### config.mk
export PLATFORM = sky130hd
export DESIGN_NAME = mac_mul_pipe_flat
export DESIGN_NICKNAME = d
export VERILOG_FILES = /design/src/rtl/mac_mul_pkg.sv /design/src/rtl/mac_mul_if.sv /design/src/rtl/mac_mul_pipe_lane_mul.sv /design/src/rtl/mac_mul_pipe.sv /design/src/flat_wrapper.sv
export SDC_FILE = /design/constraint.sdc
export NUM_CORES = 1
export LEC_CHECK = 0
export ABC_AREA = 1
export CELL_PAD_IN_SITES_DETAIL_PLACEMENT = 0
export CELL_PAD_IN_SITES_GLOBAL_PLACEMENT = 1
export CORE_MARGIN = 2
export CORE_UTILIZATION = 52
export CTS_BUF_LIST = sky130_fd_sc_hd__clkbuf_4 sky130_fd_sc_hd__clkbuf_8
export CTS_CLUSTER_DIAMETER = 100
export DETAILED_ROUTE_END_ITERATION = 16
export PLACE_DENSITY = 0.95
export SYNTH_ARGS = -nofsm -noshare
export SYNTH_HDL_FRONTEND = slang
export SYNTH_HIERARCHICAL = 1
export SYNTH_SLANG_ARGS = --single-unit
export TNS_END_PERCENT = 5
### constraint.sdc
create_clock -name clk -period 9.2 [get_ports clk]
set_clock_uncertainty 0.2 [all_clocks]
set_input_delay 1.38 -clock clk [delete_from_list [all_inputs] [get_ports clk]]
set_output_delay 1.38 -clock clk [all_outputs]
set_load 0.02 [all_outputs]
### src/rtl/mac_mul_pkg.sv
// Shared definitions for the pipelined cross-multiply stage: mode encodings,
// lane counts per mode and the mode -> active-lane-count decode.
package mac_mul_pkg;

    typedef enum logic [1:0] {
        MAC_SINGLE = 2'b00,
        MAC_DUAL   = 2'b01,
        MAC_QUAD   = 2'b10
    } mac_mode_e;

    localparam int unsigned MAC_LANES_SINGLE = 1;
    localparam int unsigned MAC_LANES_DUAL   = 2;
    localparam int unsigned MAC_LANES_QUAD   = 4;

    // Active lane count for a mode; 0 flags an unsupported encoding.
    function automatic int unsigned lane_count(input logic [1:0] mode);
        case (mode)
            MAC_SINGLE: lane_count = MAC_LANES_SINGLE;
            MAC_DUAL:   lane_count = MAC_LANES_DUAL;
            MAC_QUAD:   lane_count = MAC_LANES_QUAD;
            default:    lane_count = 0;
        endcase
    endfunction

endpackage

### src/rtl/mac_mul_if.sv
// Operand/result handshake bundle of mac_mul_pipe.
// MAC_MUL_SIGNED_EN adds the in_signed beat qualifier.
interface mac_mul_if #(
    parameter int unsigned CONF_WIDTH = 3,
    parameter int unsigned W          = 8,
    parameter int unsigned LANES      = 4,
    parameter int unsigned INT_WIDTH  = (LANES + 1) * W
);
    logic                  in_valid;
    logic                  in_ready;
    logic [LANES*W-1:0]    A;
    logic [W-1:0]          B;
    logic [CONF_WIDTH-1:0] cfg;
`ifdef MAC_MUL_SIGNED_EN
    logic                  in_signed;
`endif
    logic                  out_valid;
    logic                  out_ready;
    logic [INT_WIDTH-1:0]  C;
    logic [CONF_WIDTH-1:0] out_cfg;
    logic                  cfg_err;

`ifdef MAC_MUL_SIGNED_EN
    modport master (output in_valid, A, B, cfg, in_signed, out_ready,
                    input  in_ready, out_valid, C, out_cfg, cfg_err);
    modport slave  (input  in_valid, A, B, cfg, in_signed, out_ready,
                    output in_ready, out_valid, C, out_cfg, cfg_err);
`else
    modport master (output in_valid, A, B, cfg, out_ready,
                    input  in_ready, out_valid, C, out_cfg, cfg_err);
    modport slave  (input  in_valid, A, B, cfg, out_ready,
                    output in_ready, out_valid, C, out_cfg, cfg_err);
`endif
endinterface

### src/rtl/mac_mul_pipe_lane_mul.sv
// One lane multiplier: (W+1)x(W+1) signed. The extension bit of each operand
// is zero for unsigned and the sign bit for signed, so both paths share it.
module mac_lane_mul #(
    parameter int unsigned W = 8
) (
    input  logic [W-1:0]          a,
    input  logic                  a_ext,
    input  logic [W-1:0]          b,
    input  logic                  b_ext,
    output logic signed [2*W+1:0] p
);
    logic signed [W:0] a_s;
    logic signed [W:0] b_s;

    // Extended-operand signed product
    always_comb begin
        a_s = {a_ext, a};
        b_s = {b_ext, b};
        p   = a_s * b_s;
    end
endmodule

### src/rtl/mac_mul_pipe.sv
// mac_mul_pipe: two-stage valid/ready cross-multiply between operand fetch
// and the MAC accumulator. Stage 1 holds per-lane products, lane mask and
// cfg; stage 2 holds the masked shift-add, out_cfg and cfg_err.
// Optional feature macro: MAC_MUL_SIGNED_EN (adds in_signed on the bus).
module mac_mul_pipe
    import mac_mul_pkg::*;
#(
    parameter int unsigned MAC_CONF_WIDTH = 3,
    parameter int unsigned MAC_MIN_WIDTH  = 8,
    parameter int unsigned MAC_LANES      = 4,
    parameter int unsigned MAC_MULT_WIDTH = 2 * MAC_MIN_WIDTH,
    parameter int unsigned MAC_INT_WIDTH  = (MAC_LANES + 1) * MAC_MIN_WIDTH
) (
    input  logic     clk,
    input  logic     rst,
    input  logic     en,
    mac_mul_if.slave bus
);
    localparam int unsigned W  = MAC_MIN_WIDTH;
    localparam int unsigned PW = MAC_MULT_WIDTH + 2;

    logic                     sgn;
    int unsigned              n_act;
    logic                     legal;
    logic                     b_ext;
    logic [W-1:0]             lane_a [MAC_LANES];
    logic [MAC_LANES-1:0]     a_ext;
    logic [MAC_LANES-1:0]     in_mask;
    logic signed [PW-1:0]     prod [MAC_LANES];

    logic                     s1_adv, s2_adv;
    logic                     s1_valid_q, s1_valid_d;
    logic signed [PW-1:0]     s1_prod_q [MAC_LANES];
    logic signed [PW-1:0]     s1_prod_d [MAC_LANES];
    logic [MAC_LANES-1:0]     s1_mask_q, s1_mask_d;
    logic [MAC_CONF_WIDTH-1:0] s1_cfg_q, s1_cfg_d;

    logic [MAC_INT_WIDTH-1:0] sum;
    logic                     s2_valid_q, s2_valid_d;
    logic [MAC_INT_WIDTH-1:0] c_q, c_d;
    logic [MAC_CONF_WIDTH-1:0] out_cfg_q, out_cfg_d;
    logic                     cfg_err_q, cfg_err_d;

`ifdef MAC_MUL_SIGNED_EN
    assign sgn = bus.in_signed;
`else
    assign sgn = 1'b0;
`endif

    // Lane split, active mask and per-lane extension bits; only the top
    // active lane of A is sign-extended in signed mode
    always_comb begin
        n_act = lane_count(bus.cfg[1:0]);
        legal = (n_act != 0) && (n_act <= MAC_LANES);
        b_ext = sgn & bus.B[W-1];
        for (int unsigned i = 0; i < MAC_LANES; i++) begin
            lane_a[i]  = bus.A[i*W +: W];
            in_mask[i] = legal && (i < n_act);
            a_ext[i]   = sgn && legal && (i + 1 == n_act) && bus.A[i*W + W - 1];
        end
    end

    for (genvar g = 0; g < MAC_LANES; g++) begin : g_lane
        mac_lane_mul #(.W(W)) u_lane (
            .a     (lane_a[g]),
            .a_ext (a_ext[g]),
            .b     (bus.B),
            .b_ext (b_ext),
            .p     (prod[g])
        );
    end

    // Advance conditions, backward from the output
    always_comb begin
        s2_adv = !s2_valid_q || bus.out_ready;
        s1_adv = !s1_valid_q || s2_adv;
    end

    // Stage 1 next state: capture a beat whenever the stage advances
    always_comb begin
        s1_valid_d = s1_valid_q;
        s1_prod_d  = s1_prod_q;
        s1_mask_d  = s1_mask_q;
        s1_cfg_d   = s1_cfg_q;
        if (en && s1_adv) begin
            s1_valid_d = bus.in_valid;
            if (bus.in_valid) begin
                s1_prod_d = prod;
                s1_mask_d = in_mask;
                s1_cfg_d  = bus.cfg;
            end
        end
    end

    // Stage 2 next state: masked shift-add; an empty mask marks an illegal cfg
    always_comb begin
        s2_valid_d = s2_valid_q;
        c_d        = c_q;
        out_cfg_d  = out_cfg_q;
        cfg_err_d  = cfg_err_q;
        sum        = '0;
        for (int unsigned i = 0; i < MAC_LANES; i++) begin
            if (s1_mask_q[i])
                sum = sum + (MAC_INT_WIDTH'(s1_prod_q[i]) << (i * W));
        end
        if (en && s2_adv) begin
            s2_valid_d = s1_valid_q;
            if (s1_valid_q) begin
                c_d       = sum;
                out_cfg_d = s1_cfg_q;
                cfg_err_d = (s1_mask_q == '0);
            end
        end
    end

    // Pipeline registers; reset discards any in-flight beats
    always_ff @(posedge clk or negedge rst) begin
        if (!rst) begin
            s1_valid_q <= 1'b0;
            s1_prod_q  <= '{default: '0};
            s1_mask_q  <= '0;
            s1_cfg_q   <= '0;
            s2_valid_q <= 1'b0;
            c_q        <= '0;
            out_cfg_q  <= '0;
            cfg_err_q  <= 1'b0;
        end else begin
            s1_valid_q <= s1_valid_d;
            s1_prod_q  <= s1_prod_d;
            s1_mask_q  <= s1_mask_d;
            s1_cfg_q   <= s1_cfg_d;
            s2_valid_q <= s2_valid_d;
            c_q        <= c_d;
            out_cfg_q  <= out_cfg_d;
            cfg_err_q  <= cfg_err_d;
        end
    end

    assign bus.in_ready  = en && s1_adv;
    assign bus.out_valid = s2_valid_q;
    assign bus.C         = c_q;
    assign bus.out_cfg   = out_cfg_q;
    assign bus.cfg_err   = cfg_err_q;

endmodule

### src/flat_wrapper.sv
// flat-port wrapper written by rule: the top's interface ports become plain ports
module mac_mul_pipe_flat import mac_mul_pkg::*;
#(
    parameter int unsigned MAC_CONF_WIDTH = 3,
    parameter int unsigned MAC_MIN_WIDTH  = 8,
    parameter int unsigned MAC_LANES      = 4,
    parameter int unsigned MAC_MULT_WIDTH = 2 * MAC_MIN_WIDTH,
    parameter int unsigned MAC_INT_WIDTH  = (MAC_LANES + 1) * MAC_MIN_WIDTH
)
  (clk, rst, en, bus_in_valid, bus_A, bus_B, bus_cfg, bus_out_ready, bus_in_ready, bus_out_valid, bus_C, bus_out_cfg, bus_cfg_err);
  mac_mul_if #(.CONF_WIDTH(3), .W(8), .LANES(4), .INT_WIDTH(40)) bus_i ();
  input  logic clk;
  input  logic rst;
  input  logic en;
  input wire logic [$bits(bus_i.in_valid)-1:0] bus_in_valid;
  input wire logic [$bits(bus_i.A)-1:0] bus_A;
  input wire logic [$bits(bus_i.B)-1:0] bus_B;
  input wire logic [$bits(bus_i.cfg)-1:0] bus_cfg;
  input wire logic [$bits(bus_i.out_ready)-1:0] bus_out_ready;
  output wire logic [$bits(bus_i.in_ready)-1:0] bus_in_ready;
  output wire logic [$bits(bus_i.out_valid)-1:0] bus_out_valid;
  output wire logic [$bits(bus_i.C)-1:0] bus_C;
  output wire logic [$bits(bus_i.out_cfg)-1:0] bus_out_cfg;
  output wire logic [$bits(bus_i.cfg_err)-1:0] bus_cfg_err;
  assign bus_i.in_valid = bus_in_valid;
  assign bus_i.A = bus_A;
  assign bus_i.B = bus_B;
  assign bus_i.cfg = bus_cfg;
  assign bus_i.out_ready = bus_out_ready;
  assign bus_in_ready = bus_i.in_ready;
  assign bus_out_valid = bus_i.out_valid;
  assign bus_C = bus_i.C;
  assign bus_out_cfg = bus_i.out_cfg;
  assign bus_cfg_err = bus_i.cfg_err;
  mac_mul_pipe #(.MAC_CONF_WIDTH(MAC_CONF_WIDTH), .MAC_MIN_WIDTH(MAC_MIN_WIDTH), .MAC_LANES(MAC_LANES), .MAC_MULT_WIDTH(MAC_MULT_WIDTH), .MAC_INT_WIDTH(MAC_INT_WIDTH)) u_core (.clk(clk), .rst(rst), .en(en), .bus(bus_i));
endmodule
Word level (Yosys, flattened, before mapping) --
Index checks and enable logic that the tools add are counted. Widths: inputs -> output; s select.
Word-level totals: register bits 123, bits of input ports 48
Cells by class: reductions and logical operators 16, add/sub/neg operators 3, eq/ne operators 2, muxes and demuxes 5, $lt $le $gt $ge 5, $mul 4
Operator list (number):
- $mux 40 | 4
- $add 40x40->40 | 3
- $lt 2x32->1 const A | 2
- $mul 8x8->16 | 4
- $lt 1x32->1 const A | 1
- $reduce_bool 32->1 | 1
- $pmux 3 s3 | 1
- $logic_and 1x1->1 | 7
- $logic_not 4->1 | 1
- $reduce_and 2->1 | 2
- $le 3x3->1 const B | 1
- $lt 1x3->1 const A | 1
- $eq 2x1->1 const B | 1
- $eq 2x2->1 const B | 1
- $logic_not 1->1 | 2
- $logic_not 2->1 | 1
- $logic_or 1x1->1 | 2

Logic depth before layout (Yosys ltp) --
Gate-level depths: netlist of the first run.
depth in word-level cells 7, mapped depth 41

Cells and area by module --
Netlist of the first run, hierarchy kept.
Modules (own cells, without submodules):
- mac_lane_mul at u_core.g_lane[1].u_lane ... | times used 3, area an instance 3213.1 sq um, cells an instance 435, seq. area each 0.0 sq um
- mac_mul_pipe | times used 1, area an instance 8333.0 sq um, cells an instance 1043, seq. area each 3052.9 sq um
- mac_lane_mul at u_core.g_lane[0].u_lane | times used 1, area an instance 3284.4 sq um, cells an instance 452, seq. area each 0.0 sq um

Worst setup path before layout of the first run --
No wires, ideal clock.
kind input-to-reg, from input bus_B[7], to register u_core/s1_prod_q[69] (netlist name), path buffers 1, stages on the path 18, setup slack 3418 ps, arrival time 5458 ps, data required time 8875 ps, cell sequence clkbuf_1 nand2_1 fa_1 fa_1 inv_1 fa_1 fa_1 fa_1 ha_1 a21oi_1 nand2_2 nand2_2 nand3_2 nand2_2 nand2_1 nand2_1 nand2_1 mux2_2
RTL lines:
- start: declaration | line flat_wrapper.sv:17 | input wire logic [$bits(bus_i.B)-1:0] bus_B;
- end signal: assignment | line mac_mul_pipe.sv:129 | s1_prod_q <= s1_prod_d;
- end: declaration | line mac_mul_pipe.sv:33 | logic signed [PW-1:0] s1_prod_q [MAC_LANES];

==> out/qor.csv, run 1 <==
metric,value,unit
Setup Total Neg Slack,0,ns
Final Net Count,3308,
first-pass GRT wire length,82840,um
FP Rows,73,
initial antenna violation count,0,
1st-iter DRT viols,901,
core box area,39730,sq um
worst skew pair latency,0.45,ns
# hold bufs at CTS,0,
Tcrit/Tclk final,74.17,%
CP peak stage delay,1.19,ns
port bufs,93,
Ant. Diodes,0,
slew margin rel.,23.50,%
total wire length,49060,um
WS Path Type,input pin to flop,
required time of the critical path,9.33,ns
Post-route DRC,0,
cell count after synthesis,2732,
vias in the first global route,17470,
Antenna Nets Post-Route,0,
nature of the critical path startpoint,input pin,
DIE AREA,41800,sq um
cts bufs inserted,17,
critical path cell sequence,clkdlybuf4s50_1 -> buf_4 -> nand2_1 -> fa_1 -> inv_1 -> fa_1 -> inv_1 -> fa_1 -> inv_1 -> fa_1 -> fa_1 -> ha_1 -> nand2_1 -> nand2_1 -> inv_2 -> o21ai_4 -> nand2_2 -> nand2_2 -> nand2_2 -> nand2_1 -> nand2_1 -> nand2_1 -> mux2_2,
PD cells,381.4,nW/um^2
crit path max fanout,22,
routed len/inst,14.84,um
area delta synth->final,8.472,%
GP Congestion,0.9114,
Via density,5.101,
top-level I/O count,94,
worst-case vdd ir drop,158.9,uV
Max-Cap Viols,0,
# Post-CTS Setup Buffers,0,
post_cts resized,0,
Hold WS,0.2770,ns
cell mode on critical path,nand2_1,
Util after Layout,57.05,%
RSZ-0062 raised after global routing,no,
CP endpoint kind,flop,
pin count of the biggest net entering global routing,85,
vias,16870,
Tmin final,6.824,ns
root buffer selected by CTS,clkbuf_8,
Synth Cell Area,20900,sq um
HP Class,flop to flop,
Peak Freq,0.1465,GHz
CTS tree,yes,
"Slowest-stage cell, CP",clkdlybuf4s50_1,
htree depth,4,
GR Overflow Total,0,
yosys warns,6,
DRT Pass-1 Iters,5,
Die H,204.5,um
setup violators final,0,
clock slew seen by the registers of the worst setup and hold paths,0.08,ns
worst slew pin tran,1.144,ns
Crit path max-delay family,adder cells,
final slew viol count,0,
Clock Path Buffers,2,
Initial Util,52.59,%
HPWL after detailed placement,39860,um
CP bufs+invs,6,
Total Routing Usage GR,24.39,%
Mapped Avg Cell Area,7.649,sq um
share of layout cells above drive strength 1,7.009,%
count of final hold-check violations,0,
die width,204.5,um
CTS Sinks,122,
outcome,"complete, no violations",
leakage power,13.15,nW
WP data arrival,6.96,ns
[stage by stage]
step / setup WS (ns) / instances / total power [mW] / instance area [sq um]
floorplan: 3.418 / 2743 / 6.374 / 20940
global placement: 2.071 / 3275 / 7.938 / 22230
detailed placement: 1.982 / 3275 / 8.036 / 22230
CTS: 2.436 / 3307 / 8.643 / 22670
global route: 2.089 / 3307 / 9.706 / 22670
finish: 2.376 / 3307 / 8.644 / 22670
[cells in the final DEF, fill, tap and decap left out, types with 14 or more instances in the layout]
cell type / n
o21ai_0: 54
fa_1: 280
ha_1: 211
inv_1: 599
nand2_2: 26
clkbuf_8: 17
nand2_1: 748
a21oi_1: 100
nand3_1: 102
dfrtp_1: 122
nor2_1: 139
clkdlybuf4s50_1: 92
xnor2_1: 18
xor2_1: 33
mux2_2: 69
nor3_1: 14
[worst reg2reg max path: cells and delay by family, from the launching register on]
family / cells / cell delay (ns)
AOI/OAI and AO/OA: 5 / 0.92
adders and majority gates: 4 / 1.18
DFF: 1 / 0.86
and+or+nand+nor: 25 / 2.69
xor gates and xnor gates: 1 / 0.24
buffers and inverters: 4 / 0.34
[final cells by class]
| class | instances | area [sq um] |
|---|---|---|
| clock buffer | 17 | 234.0 |
| clock inverter | 15 | 201.4 |
| fill | 3629 | 17070 |
| inverter | 611 | 2296 |
| multi-input combinational | 1913 | 15210 |
| sequential | 122 | 3053 |
| tap | 525 | 656.9 |
| timing repair buffer | 104 | 1011 |
[report_power, final]
part	switching (mW)	total [mW]	internal [mW]
clock network	0.256	0.535	0.280
logic	4.27	7.11	2.84
registers	0.205	1.00	0.795
total	4.73	8.64	3.92
[metal layers]
layer  track usage [%]  routed length (um)  vias up  share of wire, %
met1             30.19               20770     8206                42
met3             2.328                1629       66               3.3
met4             7.117                1169        0               2.4
met2             44.94               25500      326                52
met5                 0                   0        -                 0
li1                  -                   -     8270                 -
[registers in the layout (all words and copies together), names as in the netlist]
name                  flops
u_core/bus.C             40
u_core/s1_cfg_q           3
u_core/s1_mask_q          3
u_core/s1_valid_q         1
u_core/bus.out_valid      1
u_core/bus.out_cfg        3
u_core/s1_prod_q         70
u_core/bus.cfg_err        1
[worst paths after layout]
path | start | endpoint | slack (ns) | cells past startpoint
min in group asynchronous | rst | u_core/bus.C[37] | 0.82 | 1
worst max register to register | u_core/s1_mask_q[0] | u_core/bus.C[39] | 2.73 | 39
worst max-delay path | bus_B[2] | u_core/s1_prod_q[33] | 2.38 | 23
worst min register to register | u_core/bus.out_cfg[1] | u_core/bus.out_cfg[1] | 0.28 | 2
worst min-delay path | u_core/bus.out_cfg[1] | u_core/bus.out_cfg[1] | 0.28 | 2
max in group asynchronous | rst | u_core/s1_prod_q[22] | 6.68 | 2
Power figures use the tool's default switching activity.
==> run 2, diff against run 1 <==
CORE_UTILIZATION = 43   (was 52)
PLACE_DENSITY = 0.87   (was 0.95)
clock period = 5.7 ns   (was 9.2 ns; I/O delays follow)
==> run 2 against run 1 <==
Sequential power up 67%. Sequential share of layout area down 1.6 points. Via count up 7.6%. Global-route usage down 1.6 points. Die area up 21%. Clock power up 49%. Combinational power up 110%.
==> out/qor.csv, run 2 (same netlist as run 1, synthesis figures left out) <==
metric,value,unit
Tmin final,5.475,ns
Clock Path Buffers,2,
clock slew seen by the registers of the worst setup and hold paths,0.09,ns
fin cells,3708,
HPWL after detailed placement,46930,um
worst slew pin tran,1.093,ns
core box area,47850,sq um
cts bufs inserted,17,
pin count of the biggest net entering global routing,81,
max reg flops,70,
worst setup path start,bus_B[5],
leakage power,14.71,nW
WP data arrival,5.65,ns
vias in the first global route,18540,
worst skew pair latency,0.49,ns
FF-to-FF Start,u_core/s1_mask_q[0],
area delta synth->final,23.44,%
1st-iter DRT viols,866,
Net Sw Frac,50.28,%
routed len/inst,15.08,um
slew margin rel.,27.02,%
Via density,4.896,
outcome,"complete, no violations",
DIE AREA,50380,sq um
Reg with most FFs,u_core/s1_prod_q,
Antenna Nets Post-Route,0,
final slew viol count,0,
port bufs,93,
crit path max fanout,17,
Util after Layout,53.91,%
setup violators final,0,
share of layout cells above drive strength 1,19.89,%
DP Cell Count,3661,
final worst slack,0.2248,ns
Cell Int Power,8.606,mW
Total Routing Usage GR,22.77,%
Clk pwr share,4.6,%
DRT Pass-1 Iters,7,
CTS tree,yes,
Initial Util,43.67,%
vias,18150,
PD cells,671.0,nW/um^2
die width,224.4,um
Final Net Count,3619,
htree depth,4,
most frequent cells in the layout,"nand2_1, inv_1, buf_4",
Die H,224.4,um
Hold WS,0.2125,ns
RSZ-0062 raised after global routing,yes,
GP Congestion,0.9083,
share of power burned in registers,9.6,%
initial antenna violation count,0,
root buffer selected by CTS,clkbuf_8,
WS Path Type,input pin to flop,
Net Switching,8.702,mW
total wire length,55910,um
Total Power,17.31,mW
Peak Freq,0.1826,GHz
Fillers,4504,
Post-route DRC,0,
CTS Sinks,122,
top-level I/O count,94,
required time of the critical path,5.87,ns
worst-case vdd ir drop,371.6,uV
HP Class,input pin to async pin,
Comb pwr share,85.8,%
DP Worst Slack,-0.2695,ns
FP Rows,80,
Max-Cap Viols,0,
first-pass GRT wire length,91770,um
nature of the critical path startpoint,input pin,
"most common cell after layout, fill and taps aside",nand2_1,
CP endpoint kind,flop,
count of final hold-check violations,0,
GR Overflow Total,0,
Tcrit/Tclk final,96.06,%
-- run 2: critical path: stages --
cell and delay, ns:
clkdlybuf4s50_1 0.45, buf_12 0.18, buf_4 0.18, nand2_1 0.06, inv_1 0.05, fa_1 0.53
inv_1 0.05, fa_1 0.48, inv_1 0.06, fa_1 0.50, fa_1 0.59, fa_1 0.43
ha_1 0.38, nand2_1 0.11, nor2_1 0.12, nand2_1 0.07, nand2_1 0.10, nand2_1 0.08
nand3_1 0.07, nand2_1 0.05, mux2_2 0.25
-- run 2: final timing paths --
kind	endpoint	slack, ns	depth (start not counted)
max in group asynchronous	u_core/s1_mask_q[0]	3.98	2
min in group clk	u_core/bus.out_cfg[2]	0.27	2
worst min register to register	u_core/bus.out_cfg[2]	0.27	2
worst max register to register	u_core/bus.C[39]	0.23	35
worst min-delay path	u_core/bus.C[21]	0.21	1
worst max-delay path	u_core/s1_prod_q[14]	0.22	21
-- run 2: layout make-up --
cell class                      instances  area, sq um  area share (%)
Inverter                              611         2300           8.916
Sequential cell                       122         3054           11.84
Multi-Input combinational cell       1913        15800           61.24
Timing Repair Buffer                  415         3491           13.53
Clock buffer                           17        234.0          0.9071
Antenna cell                            1        2.502        0.009702
Clock inverter                         14        147.6          0.5724
Tap cell                              615        769.5           2.983
-- run 2: power by group through the flow --
| stage | registers [mW] | logic (mW) | clock network, mW |
|---|---|---|---|
| after floorplan | 1.66 | 8.62 | 0 |
| after global placement | 1.63 | 13.6 | 0 |
| after detailed placement | 1.65 | 13.8 | 0 |
| after CTS | 1.63 | 13.9 | 0.819 |
| after global routing | 1.71 | 16.6 | 0.856 |
| final | 1.67 | 14.8 | 0.796 |
-- run 2: what timing repair did --
item / in CTS / in global routing
setup buffers: 0 / 15
resized for setup: 4 / 125
endpoints found under the setup margin: 3 / 13
pin swaps: 0 / 28
hold buffers: 0 / 0
hold endpoints to repair: 0 / 0
-- run 2: routing by layer --
| metal | vias up | global-route usage [%] | wire length, um |
|---|---|---|---|
| li1 | 8882 | - | - |
| met1 | 8875 | 28.71 | 24060 |
| met2 | 330 | 41.85 | 28940 |
| met3 | 67 | 2.769 | 1870 |
| met4 | 0 | 4.614 | 1040 |
| met5 | - | 0 | 0 |
-- run 2: metrics by stage --
| stage | TNS (ns) | instance area (sq um) |
|---|---|---|
| after floorplan | 0 | 20940 |
| after global placement | -2.442 | 24710 |
| after detailed placement | -4.320 | 24710 |
| after CTS | 0 | 25100 |
| after global routing | -0.1513 | 25790 |
| final | 0 | 25790 |
==> run 3, diff against run 2 <==
ABC_AREA = 0   (was 1)
CORE_UTILIZATION = 45   (was 43)
PLACE_DENSITY = 0.88   (was 0.87)
SLEW_MARGIN = 20   (was unset)
==> run 3 against run 2 <==
The run now ends with setup timing left. Die area is 10% lower. Non-clock buffer count is 30 higher. Clock-buffer cell count stayed put. First-iteration DRC count is 12% higher. Final area is 4.3% lower. Global-route usage is 0.059 points higher.
==> out/qor.csv, run 3 <==
metric,value,unit
outcome,finished with violations,
failing checks,setup timing,
FP Rows,76,
Via density,5.143,
slew margin rel.,31.75,%
share of layout cells above drive strength 1,21.71,%
Net Switching,7.845,mW
initial antenna violation count,0,
port bufs,93,
pin count of the biggest net entering global routing,80,
GP Congestion,0.9168,
CP peak stage delay,0.48,ns
CP bufs+invs,0,
DRT Pass-1 Iters,5,
cts bufs inserted,17,
Mapped Avg Cell Area,9.401,sq um
"final std cell area, no fill",24700,sq um
WS Path Type,flop to flop,
worst r2r path cells,26,
worst-case vdd ir drop,402.0,uV
Clk pwr share,4.8,%
share of power burned in registers,9.5,%
Crit path max-delay family,compound AO/OA/AOI/OAI gates,
Hold WS,0.2515,ns
Cell Int Power,8.930,mW
Die H,212.5,um
placed instance area,23940,sq um
crit path max fanout,5,
final worst slack,-0.8658,ns
Total Routing Usage GR,22.83,%
Tcrit/Tclk final,115.2,%
most frequent cells in the layout,"buf_4, inv_1, fa_1",
Clock Path Buffers,2,
reg2reg end,u_core/bus.C[39],
total wire length,50450,um
final slew viol count,0,
FF-to-FF Start,u_core/s1_mask_q[0],
HP Class,input pin to async pin,
leakage power,12.40,nW
root buffer selected by CTS,clkbuf_8,
Final Net Count,3064,
WP data arrival,6.70,ns
Util after Layout,57.46,%
Synth Cell Area,19560,sq um
HPWL after detailed placement,42200,um
1st-iter DRT viols,970,
vias,16060,
CP endpoint kind,flop,
PD cells,679.2,nW/um^2
top-level I/O count,94,
die width,212.5,um
DP Cell Count,3084,
vias in the first global route,16970,
GR Overflow Total,0,
worst skew pair latency,0.45,ns
fin cells,3123,
yosys warns,6,
area delta synth->final,26.23,%
cell count after synthesis,2081,
Worst R2R Setup Slack,-0.87,ns
CTS Sinks,122,
required time of the critical path,5.83,ns
worst slew pin tran,1.024,ns
DIE AREA,45160,sq um
"most common cell after layout, fill and taps aside",buf_4,
Total Power,16.77,mW
CTS tree,yes,
Net Sw Frac,46.77,%
max reg flops,70,
nature of the critical path startpoint,flop,
Peak Freq,0.1523,GHz
Reg with most FFs,u_core/s1_prod_q,
Post-route DRC,0,
Ant. Diodes,0,
htree depth,4,
Antenna Nets Post-Route,0,
Comb pwr share,85.7,%
first-pass GRT wire length,82940,um
RSZ-0062 raised after global routing,yes,
Initial Util,45.52,%
# hold bufs at CTS,0,
Fillers,3720,
setup violators final,12,
"Slowest-stage cell, CP",or4_1,
Tmin final,6.566,ns
count of final hold-check violations,0,
routed len/inst,16.15,um
core box area,42980,sq um
clock slew seen by the registers of the worst setup and hold paths,0.09,ns
Max-Cap Viols,0,
==> run 3: worst max path at each step <==
| stage | startpoint | to | slack [ns] | depth (start not counted) |
|---|---|---|---|---|
| finish | u_core/s1_mask_q[0] | u_core/bus.C[39] | -0.87 | 26 |
| CTS | u_core/s1_mask_q[0] | u_core/bus.C[39] | -0.79 | 26 |
| global placement | u_core/s1_mask_q[0] | u_core/bus.C[39] | -0.76 | 28 |
| detailed placement | u_core/s1_mask_q[0] | u_core/bus.C[39] | -1.03 | 29 |
| global route | u_core/s1_mask_q[0] | u_core/bus.C[39] | -1.17 | 29 |
| floorplan | u_core/s1_mask_q[0] | u_core/bus.C[39] | -0.81 | 31 |
==> run 3: power by group through the flow <==
stage | sequential [mW] | clock [mW] | combinational (mW)
2_1_floorplan | 1.62 | 0 | 8.20
5_1_grt | 1.63 | 0.859 | 15.8
3_5_place_dp | 1.60 | 0 | 13.5
3_3_place_gp | 1.59 | 0 | 13.2
6_report | 1.60 | 0.803 | 14.4
4_1_cts | 1.59 | 0.820 | 13.8
==> run 3: stage by stage <==
step / setup TNS [ns] / worst slack, ns
after floorplan: -3.904 / -0.8090
after global placement: -12.68 / -0.7627
after detailed placement: -16.69 / -1.031
after CTS: -4.475 / -0.7909
after global routing: -9.685 / -1.166
final: -5.340 / -0.8658
==> run 3: what timing repair did <==
action | CTS | global route
endpoints found under the setup margin | 13 | 33
pin swaps | 15 | 28
gates cloned | 0 | 0
gates resized for setup | 18 | 54
buffers inserted | 3 | 4
endpoints found under the hold margin | 0 | 0
==> run 3: area by class of cell <==
cell class                 count  area (sq um)  area share [%]
sequential                   122          3053           12.36
multi-input combinational   1640         15650           63.38
clock buffer                  17         234.0          0.9474
timing repair buffer         445          3732           15.11
inverter                     299          1122           4.545
clock inverter                15         170.2          0.6890
tap                          585         732.0           2.964
==> run 3: layer usage <==
metal / up-vias / wire length [um] / track usage (%) / share of wire [%]
met5: - / 0 / 0 / 0
li1: 7622 / - / - / -
met2: 331 / 25060 / 40.43 / 50
met1: 8036 / 22360 / 29.91 / 44
met3: 72 / 1901 / 2.319 / 3.8
met4: 0 / 1121 / 5.763 / 2.2
